==> config.mk <==
export PLATFORM = sky130hd
export DESIGN_NAME = aes_inv_cipher_ctrl_flat
export DESIGN_NICKNAME = d
export VERILOG_FILES = /design/src/rtl/aes_inv_cipher_ctrl_if.sv /design/src/rtl/aes_inv_cipher_ctrl.sv /design/src/flat_wrapper.sv
export SDC_FILE = /design/constraint.sdc
export NUM_CORES = 1
export LEC_CHECK = 0
export ABC_AREA = 0
export BUFFER_PORTS_ARGS = -buffer_cell sky130_fd_sc_hd__buf_2
export CORE_AREA = 2 2 350 352
export DETAILED_ROUTE_END_ITERATION = 12
export DIE_AREA = 0 0 352 354
export PLACE_DENSITY = 0.33
export RECOVER_POWER = 25
export SLEW_MARGIN = 40
export SYNTH_ARGS = -nofsm -noshare
export SYNTH_HDL_FRONTEND = slang
export SYNTH_SLANG_ARGS = --single-unit
==> constraint.sdc <==
create_clock -name clk -period 1.9 [get_ports clk]
set_input_delay 0.19 -clock clk [delete_from_list [all_inputs] [get_ports clk]]
set_output_delay 0.19 -clock clk [all_outputs]
set_load 0.005 [all_outputs]
==> src/rtl/aes_inv_cipher_ctrl_if.sv <==
// Handshake and datapath bundle for the AES inverse-cipher controller.
//   slave  : the controller. It takes start/cipher_in/out_ready, the round key and the
//            results of the three external combinational units. It drives ready,
//            key_addr, dp_state, plain_out, out_valid and cur_round.
//   master : the surrounding logic, which sees the same signals in the other direction.
// Every 128-bit block is numbered MSB-first: bits [127:120] hold byte 0 of the AES state.
interface aes_inv_cipher_ctrl_if;
  logic         start;
  logic [127:0] cipher_in;
  logic         ready;
  logic [3:0]   key_addr;
  logic [127:0] key_in;
  logic [127:0] dp_state;
  logic [127:0] isr_in;
  logic [127:0] isb_in;
  logic [127:0] imc_in;
  logic [127:0] plain_out;
  logic         out_valid;
  logic         out_ready;
  logic [3:0]   cur_round;

  modport slave (
    input  start, cipher_in, key_in, isr_in, isb_in, imc_in, out_ready,
    output ready, key_addr, dp_state, plain_out, out_valid, cur_round
  );

  modport master (
    output start, cipher_in, key_in, isr_in, isb_in, imc_in, out_ready,
    input  ready, key_addr, dp_state, plain_out, out_valid, cur_round
  );
endinterface

==> src/rtl/aes_inv_cipher_ctrl.sv <==
// Round sequencer for the AES inverse cipher. It holds the 128-bit state register and the
// round counter. InvShiftRows, InvSubBytes and InvMixColumns are computed outside this
// block from dp_state. The round key is fetched from outside through key_addr.
// Ports:
//   clk     : clock. All state updates happen on its rising edge.
//   reset_n : asynchronous active-low reset. Release must already be synchronised to clk.
//   bus     : the handshake and datapath bundle (slave side).
// Schedule: IDLE -> ADD_INIT -> {ISR -> ISB -> ARK -> IMC} x (NR-1) -> ISR -> ISB -> ARK
// -> DONE. The result is therefore ready 4*NR edges after start is accepted.
module aes_inv_cipher_ctrl #(
  parameter int unsigned NR = 10  // legal values: 10, 12, 14
) (
  input logic                  clk,
  input logic                  reset_n,
  aes_inv_cipher_ctrl_if.slave bus
);

  typedef enum logic [2:0] {
    StIdle,
    StAddInit,
    StIsr,
    StIsb,
    StArk,
    StImc,
    StDone
  } state_e;

  localparam logic [3:0] NrInit = 4'(NR);

  state_e       fsm_q;
  logic [127:0] state_q;
  logic [3:0]   round_q;
  logic         ready_q;
  logic         out_valid_q;

  always_ff @(posedge clk or negedge reset_n) begin
    if (!reset_n) begin
      fsm_q       <= StIdle;
      state_q     <= '0;
      round_q     <= '0;
      ready_q     <= 1'b1;
      out_valid_q <= 1'b0;
    end else begin
      unique case (fsm_q)
        StIdle: begin
          if (bus.start) begin
            state_q <= bus.cipher_in;
            round_q <= NrInit;
            ready_q <= 1'b0;
            fsm_q   <= StAddInit;
          end
        end
        StAddInit: begin
          state_q <= state_q ^ bus.key_in;
          round_q <= round_q - 4'd1;
          fsm_q   <= StIsr;
        end
        StIsr: begin
          state_q <= bus.isr_in;
          fsm_q   <= StIsb;
        end
        StIsb: begin
          state_q <= bus.isb_in;
          fsm_q   <= StArk;
        end
        StArk: begin
          state_q <= state_q ^ bus.key_in;
          // round_q reaches 0 only here, on the final AddRoundKey. IMC is skipped.
          if (round_q == 4'd0) begin
            fsm_q       <= StDone;
            out_valid_q <= 1'b1;
          end else begin
            fsm_q <= StImc;
          end
        end
        StImc: begin
          state_q <= bus.imc_in;
          round_q <= round_q - 4'd1;
          fsm_q   <= StIsr;
        end
        StDone: begin
          // state_q holds until the consumer takes the result
          if (bus.out_ready) begin
            fsm_q       <= StIdle;
            out_valid_q <= 1'b0;
            ready_q     <= 1'b1;
          end
        end
        default: begin
          fsm_q <= StIdle;
        end
      endcase
    end
  end

  // The key index is only non-zero in the two AddRoundKey steps.
  assign bus.key_addr  = ((fsm_q == StAddInit) || (fsm_q == StArk)) ? round_q : 4'd0;
  assign bus.ready     = ready_q;
  assign bus.out_valid = out_valid_q;
  assign bus.dp_state  = state_q;
  assign bus.plain_out = state_q;
  assign bus.cur_round = round_q;

endmodule

==> src/flat_wrapper.sv <==
// flat-port wrapper written by rule: the top's interface ports become plain ports
module aes_inv_cipher_ctrl_flat 
#(
  parameter int unsigned NR = 10                             
)
  (clk, reset_n, bus_start, bus_cipher_in, bus_key_in, bus_isr_in, bus_isb_in, bus_imc_in, bus_out_ready, bus_ready, bus_key_addr, bus_dp_state, bus_plain_out, bus_out_valid, bus_cur_round);
  aes_inv_cipher_ctrl_if bus_i ();
  input logic clk;
  input logic reset_n;
  input wire logic [$bits(bus_i.start)-1:0] bus_start;
  input wire logic [$bits(bus_i.cipher_in)-1:0] bus_cipher_in;
  input wire logic [$bits(bus_i.key_in)-1:0] bus_key_in;
  input wire logic [$bits(bus_i.isr_in)-1:0] bus_isr_in;
  input wire logic [$bits(bus_i.isb_in)-1:0] bus_isb_in;
  input wire logic [$bits(bus_i.imc_in)-1:0] bus_imc_in;
  input wire logic [$bits(bus_i.out_ready)-1:0] bus_out_ready;
  output wire logic [$bits(bus_i.ready)-1:0] bus_ready;
  output wire logic [$bits(bus_i.key_addr)-1:0] bus_key_addr;
  output wire logic [$bits(bus_i.dp_state)-1:0] bus_dp_state;
  output wire logic [$bits(bus_i.plain_out)-1:0] bus_plain_out;
  output wire logic [$bits(bus_i.out_valid)-1:0] bus_out_valid;
  output wire logic [$bits(bus_i.cur_round)-1:0] bus_cur_round;
  assign bus_i.start = bus_start;
  assign bus_i.cipher_in = bus_cipher_in;
  assign bus_i.key_in = bus_key_in;
  assign bus_i.isr_in = bus_isr_in;
  assign bus_i.isb_in = bus_isb_in;
  assign bus_i.imc_in = bus_imc_in;
  assign bus_i.out_ready = bus_out_ready;
  assign bus_ready = bus_i.ready;
  assign bus_key_addr = bus_i.key_addr;
  assign bus_dp_state = bus_i.dp_state;
  assign bus_plain_out = bus_i.plain_out;
  assign bus_out_valid = bus_i.out_valid;
  assign bus_cur_round = bus_i.cur_round;
  aes_inv_cipher_ctrl #(.NR(NR)) u_core (.clk(clk), .reset_n(reset_n), .bus(bus_i));
endmodule
==> qor.csv, run 1 <==
metric;value;unit
CP Capture Type;flop;
Post-Synthesis Cell Area;13160;um^2
Setup CP Type;flop to flop;
total core area;120900;um^2
vias in the first global route;16190;
fmax;498.7;MHz
Area after DPL;19440;um^2
most frequent cell after synthesis;dfrtp_1;
Root Buffer;clkbuf_16;
Worst path depth;6;
Gate Count Post-Synth;1497;
GRT Total Usage;12.71;%
total routed wirelength;84730;um
clock insertion delay at the later pin of the skew report;0.50;ns
clock tree from TritonCTS;done;
routed vias;15480;
fin crit share;105.5;%
clock buffers created by TritonCTS;17;
H-tree levels;4;
Max Slew Vio Count;44;
CP Data Arrival Time;2.40;ns
Critical Path Max Stage Delay;0.44;ns
RSZ-0062 raised after global routing;yes;
worst-margin pin slew;1.639;ns
Worst VDD drop;0.7482;mV
top cells by area, synth;dfrtp_1, mux2_2, a22o_1;
initial antenna violation count;10;
Site Rows;128;
Main synth FF type;dfrtp_1;
top cells by count, synth;dfrtp_1, buf_4, nor2_1;
Slew headroom;-9.264;%
Vias per Instance;3.904;
# Max-Cap Violations;1;
clock-pin transition on the worst setup and hold timing paths;0.07;ns
post-layout instance area;21010;um^2
fin crit period;2.005;ns
flops & latches, synth;137;
GP Congestion;0.8422;
crit-path cells;buf_16 > buf_6 > buf_4 > inv_1 > or3_1 > a21oi_1;
Clock Sinks;137;
Cell variety after synth;34;
Worst Path Required;2.29;ns
Slowest cell on crit path;dfrtp_4;
final net count;2968;
fraction of registers with async set/reset;100.0;%
yosys warns;0;
worst hold path depth;4;
Clock Skews;0.01315;ns
Worst Hold Class;input port to flop;
Max Fanout on Critical Path;16;
sequential area share after synthesis;26.05;%
area delta synth->final;59.63;%
die area;124600;um^2
syn nets;2142;
Post-route DRC;0;
CP bufs+invs;4;
largest area contributor in the netlist;dfrtp_1;
Critical Path Start Type;flop;
failing checks;max-capacitance violations, max-slew violations, negative setup slack;
Final Hold Fails;0;
Syn Area/Cell;8.794;um^2
outcome;complete, but fails checks;
worst-case clock buffer depth;2;
first-pass GRT wire length;116200;um
final setup fails;64;
Detail Route Antenna Nets;0;
Die Y;354;um
port bufs;909;
layout cells sized above 1;55.59;%
Die Wd;352;um
CP delay by family, top;buffers and inverters;
TritonRoute pass-1 iters;6;
Initial DRC Count;821;
Placement Setup Slack;-0.03438;ns
hpwl dp;64090;um
Post-synth EDFFs;0;
top cell type's share of synthesized area;25.85;%
Top Ports;910;
total gr overflow;0;
leakage power;9.197;nW
largest net degree at the start of global routing;63;
average wire per standard cell;21.36;um
r2r worst-path depth;6;
Starting Density;10.89;%
fin worst setup slack;-0.1052;ns
total power per unit cell area;442.6;nW/um^2
timing repair:
item	CTS	global route
hold buffers	16	0
hold endpoints to repair	47	0
buffers inserted	6	3
pin swaps	5	6
gates cloned	4	9
setup endpoints to repair	7	120
gates resized for setup	59	43
routing by layer:
metal / global-route usage, % / routed length (um) / share of wire [%]
met5: 0 / 13 / 0.015
met4: 3.545 / 1698 / 2.0
met3: 2.799 / 4148 / 4.9
met2: 22.86 / 43540 / 51
met1: 15.07 / 35330 / 42
layout by cell type, fill, tap and decap left out, drive strengths merged:
cell type,instances
ha,1
a22o,128
o21ai,132
dlygate4sd3,16
or3,3
nand2,7
bufinv,1
dfstp,1
clkinv,5
nand3,1
a21o,129
mux2,129
a221oi,127
nor2b,2
and3,1
inv,6
a21oi,7
diode,6
a22oi,2
nor3b,1
nand2b,1
o22ai,128
clkbuf,40
nand3b,1
xnor2,128
nor2,130
nor3,7
mux2i,1
dfrtp,136
a211oi,1
bufbuf,2
buf,1058
clkinvlp,3
worst min-delay path: stages:
cell	delay (ns)
buf_2	0.08
a21o_1	0.10
a221oi_1	0.06
nor2_1	0.09
flip-flops by register name, summed over array words and instances (netlist names):
name,flops
u_core.bus.dp_state,128
u_core.fsm_q,3
u_core.bus.cur_round,4
u_core.bus.ready,1
u_core.bus.out_valid,1
where the power goes:
part	internal, mW	leakage [nW]	switching (mW)
Sequential	3.07	1.59	0.245
Clock	1.78	0.250	1.59
Combinational	1.50	7.35	1.13
path summary, 6_finish.rpt:
| path | from | to | slack (ns) |
|---|---|---|---|
| setup / recovery | u_core.fsm_q[2]$_DFFE_PN0P_ | u_core.fsm_q[0]$_DFFE_PN0P_ | -0.11 |
| max in group asynchronous | reset_n | u_core.bus.ready$_DFFE_PN1P_ | 0.09 |
| setup reg to reg | u_core.fsm_q[2]$_DFFE_PN0P_ | u_core.fsm_q[0]$_DFFE_PN0P_ | -0.11 |
| hold / removal | bus_isr_in[111] | u_core.bus.dp_state[111]$_DFFE_PN0P_ | 0.07 |
| min in group asynchronous | reset_n | u_core.bus.dp_state[18]$_DFFE_PN0P_ | 0.66 |
| hold reg to reg | u_core.bus.out_valid$_DFFE_PN0P_ | u_core.bus.out_valid$_DFFE_PN0P_ | 0.52 |
metrics by stage:
stage	power, mW	util (%)	hold WS, ns	setup TNS [ns]	std cells
after detailed placement	5.958	16.08	0.2339	-0.06189	3891
after global placement	5.973	16.08	0.2382	-0.07075	3891
after global routing	9.898	17.38	0.02242	-11.14	3966
final	9.301	17.38	0.06578	-2.206	3966
after CTS	9.564	17.03	0.0004744	-1.758	3948
after floorplan	4.572	-	-0.1056	0	1497
layout make-up:
cell class	count	area, um^2
Inverter	6	27.53
Antenna cell	6	15.01
Multi-Input combinational cell	1067	8323
Clock inverter	9	77.57
Timing Repair Buffer	1094	6653
Tap cell	1625	2033
Sequential cell	137	3441
Fill cell	13890	99900
Clock buffer	22	444.2
logic make-up (layout without fill, tap and decap cells):
kind of cell	after synthesis	count (layout)	share of synthesized area, %
flops	137	137	26.05
simple gates	154	154	4.695
compound gates	654	654	35.86
other cells	0	6	0
buf+inv	293	1131	13.67
xor+xnor	128	128	8.516
mux	130	130	11.11
fa+ha+maj	1	1	0.09503
Power figures use the tool's default switching activity.
==> run 2, diff against run 1 <==
CELL_PAD_IN_SITES_DETAIL_PLACEMENT = 0   (was not set)
CELL_PAD_IN_SITES_GLOBAL_PLACEMENT = 1   (was not set)
CTS_BUF_LIST = sky130_fd_sc_hd__clkbuf_4 sky130_fd_sc_hd__clkbuf_8   (was not set)
PLACE_DENSITY = 0.41   (was 0.33)
==> run 2 against run 1 <==
Compared with the run above: the flow finishes with violations (negative setup slack); clock power fell by 22%; core utilization is 4.8 points higher; clock skew is 0.0022 ns higher; register-to-register slack got worse by 0.03 ns; combinational power grew 36%; largest power group is now combinational logic.
==> qor.csv, run 2 (same netlist as run 1, synthesis figures left out) <==
metric;value;unit
outcome;complete, but fails checks;
failing checks;negative setup slack;
H-tree levels;4;
most common cell after layout, fill and taps aside;buf_2;
area delta synth->final;104.1;%
Top Ports;910;
hpwl dp;64820;um
first-pass GRT wire length;127400;um
Critical Path Start Type;flop;
routed vias;17790;
CP Data Arrival Time;2.54;ns
Site Rows;128;
area of the multi-input gates;8643;um^2
Root Buffer;clkbuf_8;
Starting Density;10.89;%
total routed wirelength;90560;um
fin crit share;107.3;%
CP Capture Type;flop;
Clock Skews;0.01531;ns
Clock Sinks;137;
max FFs per register;128;
Initial DRC Count;815;
Worst R2R End;u_core.bus.dp_state[109]$_DFFE_PN0P_;
RSZ-0062 raised after global routing;yes;
clock insertion delay at the later pin of the skew report;0.57;ns
Worst Path Required;2.40;ns
Detail Route Antenna Nets;0;
port bufs;909;
commonest non-fill, non-tap cells in the layout;buf_2, dlygate4sd3_1, dfrtp_1;
total core area;120900;um^2
# Max-Cap Violations;0;
r2r worst-path depth;8;
vias in the first global route;19220;
crit path to;u_core.bus.dp_state[109]$_DFFE_PN0P_;
Reg-to-Reg Start;u_core.fsm_q[1]$_DFFE_PN0P_;
flop-to-flop setup slack;-0.14;ns
Slew headroom;29.60;%
TritonRoute pass-1 iters;5;
total power per unit cell area;353.3;nW/um^2
fin crit period;2.039;ns
total gr overflow;0;
average wire per standard cell;19.99;um
fin worst setup slack;-0.1387;ns
clock buffers created by TritonCTS;17;
GP Congestion;0.8176;
hold slack;0.06402;ns
Max Slew Vio Count;0;
GRT Total Usage;13.72;%
# fillers;13460;
worst hold path depth;5;
clock-pin transition on the worst setup and hold timing paths;0.10;ns
Vias per Instance;3.927;
worst-case clock buffer depth;2;
sequential cell area;3441;um^2
Post-route DRC;0;
layout cells sized above 1;47.26;%
Worst Hold Class;input port to flop;
initial antenna violation count;9;
Worst VDD drop;0.5074;mV
clock tree from TritonCTS;done;
critical path launch point;u_core.fsm_q[1]$_DFFE_PN0P_;
Die Y;354;um
leakage power;11.66;nW
Final Hold Fails;0;
post-route setup TNS;-6.672;ns
fmax;490.5;MHz
worst-margin pin slew;1.056;ns
die area;124600;um^2
largest net degree at the start of global routing;75;
final net count;3531;
Die Wd;352;um
final setup fails;121;
fin util;22.22;%
Max Fanout on Critical Path;18;
Setup CP Type;flop to flop;
## run 2: how the worst min path moves through the flow
stage                                     endpoint               from
2_1_floorplan  u_core.bus.cur_round[0]$_DFFE_PN0P_            reset_n
6_report       u_core.bus.dp_state[31]$_DFFE_PN0P_     bus_key_in[31]
3_3_place_gp   u_core.bus.dp_state[16]$_DFFE_PN0P_            reset_n
3_5_place_dp   u_core.bus.dp_state[16]$_DFFE_PN0P_            reset_n
4_1_cts        u_core.bus.dp_state[53]$_DFFE_PN0P_     bus_key_in[53]
5_1_grt        u_core.bus.dp_state[90]$_DFFE_PN0P_  bus_cipher_in[90]
## run 2: layout make-up
class / count / area share (%)
Sequential cell: 137 / 12.80
Clock inverter: 7 / 0.1630
Antenna cell: 6 / 0.05588
Multi-Input combinational cell: 1067 / 32.17
Tap cell: 1625 / 7.567
Timing Repair Buffer: 1657 / 45.95
Inverter: 6 / 0.1024
Clock buffer: 25 / 1.187
## run 2: metrics by stage
stage / std cells / setup WS (ns) / power (mW) / area (um^2)
6_report: 4530 / -0.1387 / 9.494 / 26870
2_1_floorplan: 1497 / 0.4041 / 4.572 / 13160
3_5_place_dp: 3881 / -0.09838 / 5.896 / 19370
5_1_grt: 4528 / -0.2012 / 10.15 / 26870
3_3_place_gp: 3881 / -0.1103 / 5.912 / 19370
4_1_cts: 4511 / -0.1714 / 9.730 / 26330
## run 2: repair_timing
| item | CTS | global route |
|---|---|---|
| resized for setup | 141 | 83 |
| gates cloned | 6 | 6 |
| setup buffers | 21 | 8 |
| hold buffers | 571 | 0 |
| pin swaps | 63 | 21 |
| endpoints found under the setup margin | 6 | 132 |
| hold endpoints to repair | 268 | 0 |
## run 2: critical path, cell delays in order, from the launching register on
cell	delay, ns
dfrtp_4	0.51
buf_6	0.13
buf_6	0.12
or3_4	0.46
buf_16	0.20
buf_6	0.18
o21ai_0	0.10
a221oi_1	0.09
nor2_1	0.13
## run 2: power breakdown
part | internal (mW) | total (mW) | switching (mW) | leakage (nW)
registers | 3.07 | 3.33 | 0.264 | 1.59
clock network | 1.09 | 2.61 | 1.52 | 0.189
logic | 2.24 | 3.56 | 1.32 | 9.88
## run 2: layer usage
layer	global-route usage (%)	vias to the layer above	wire length, um
li1	-	8397	-
met1	16.90	8693	39040
met2	23.94	615	45010
met3	2.562	84	4248
met4	4.472	0	2265
met5	0	-	0
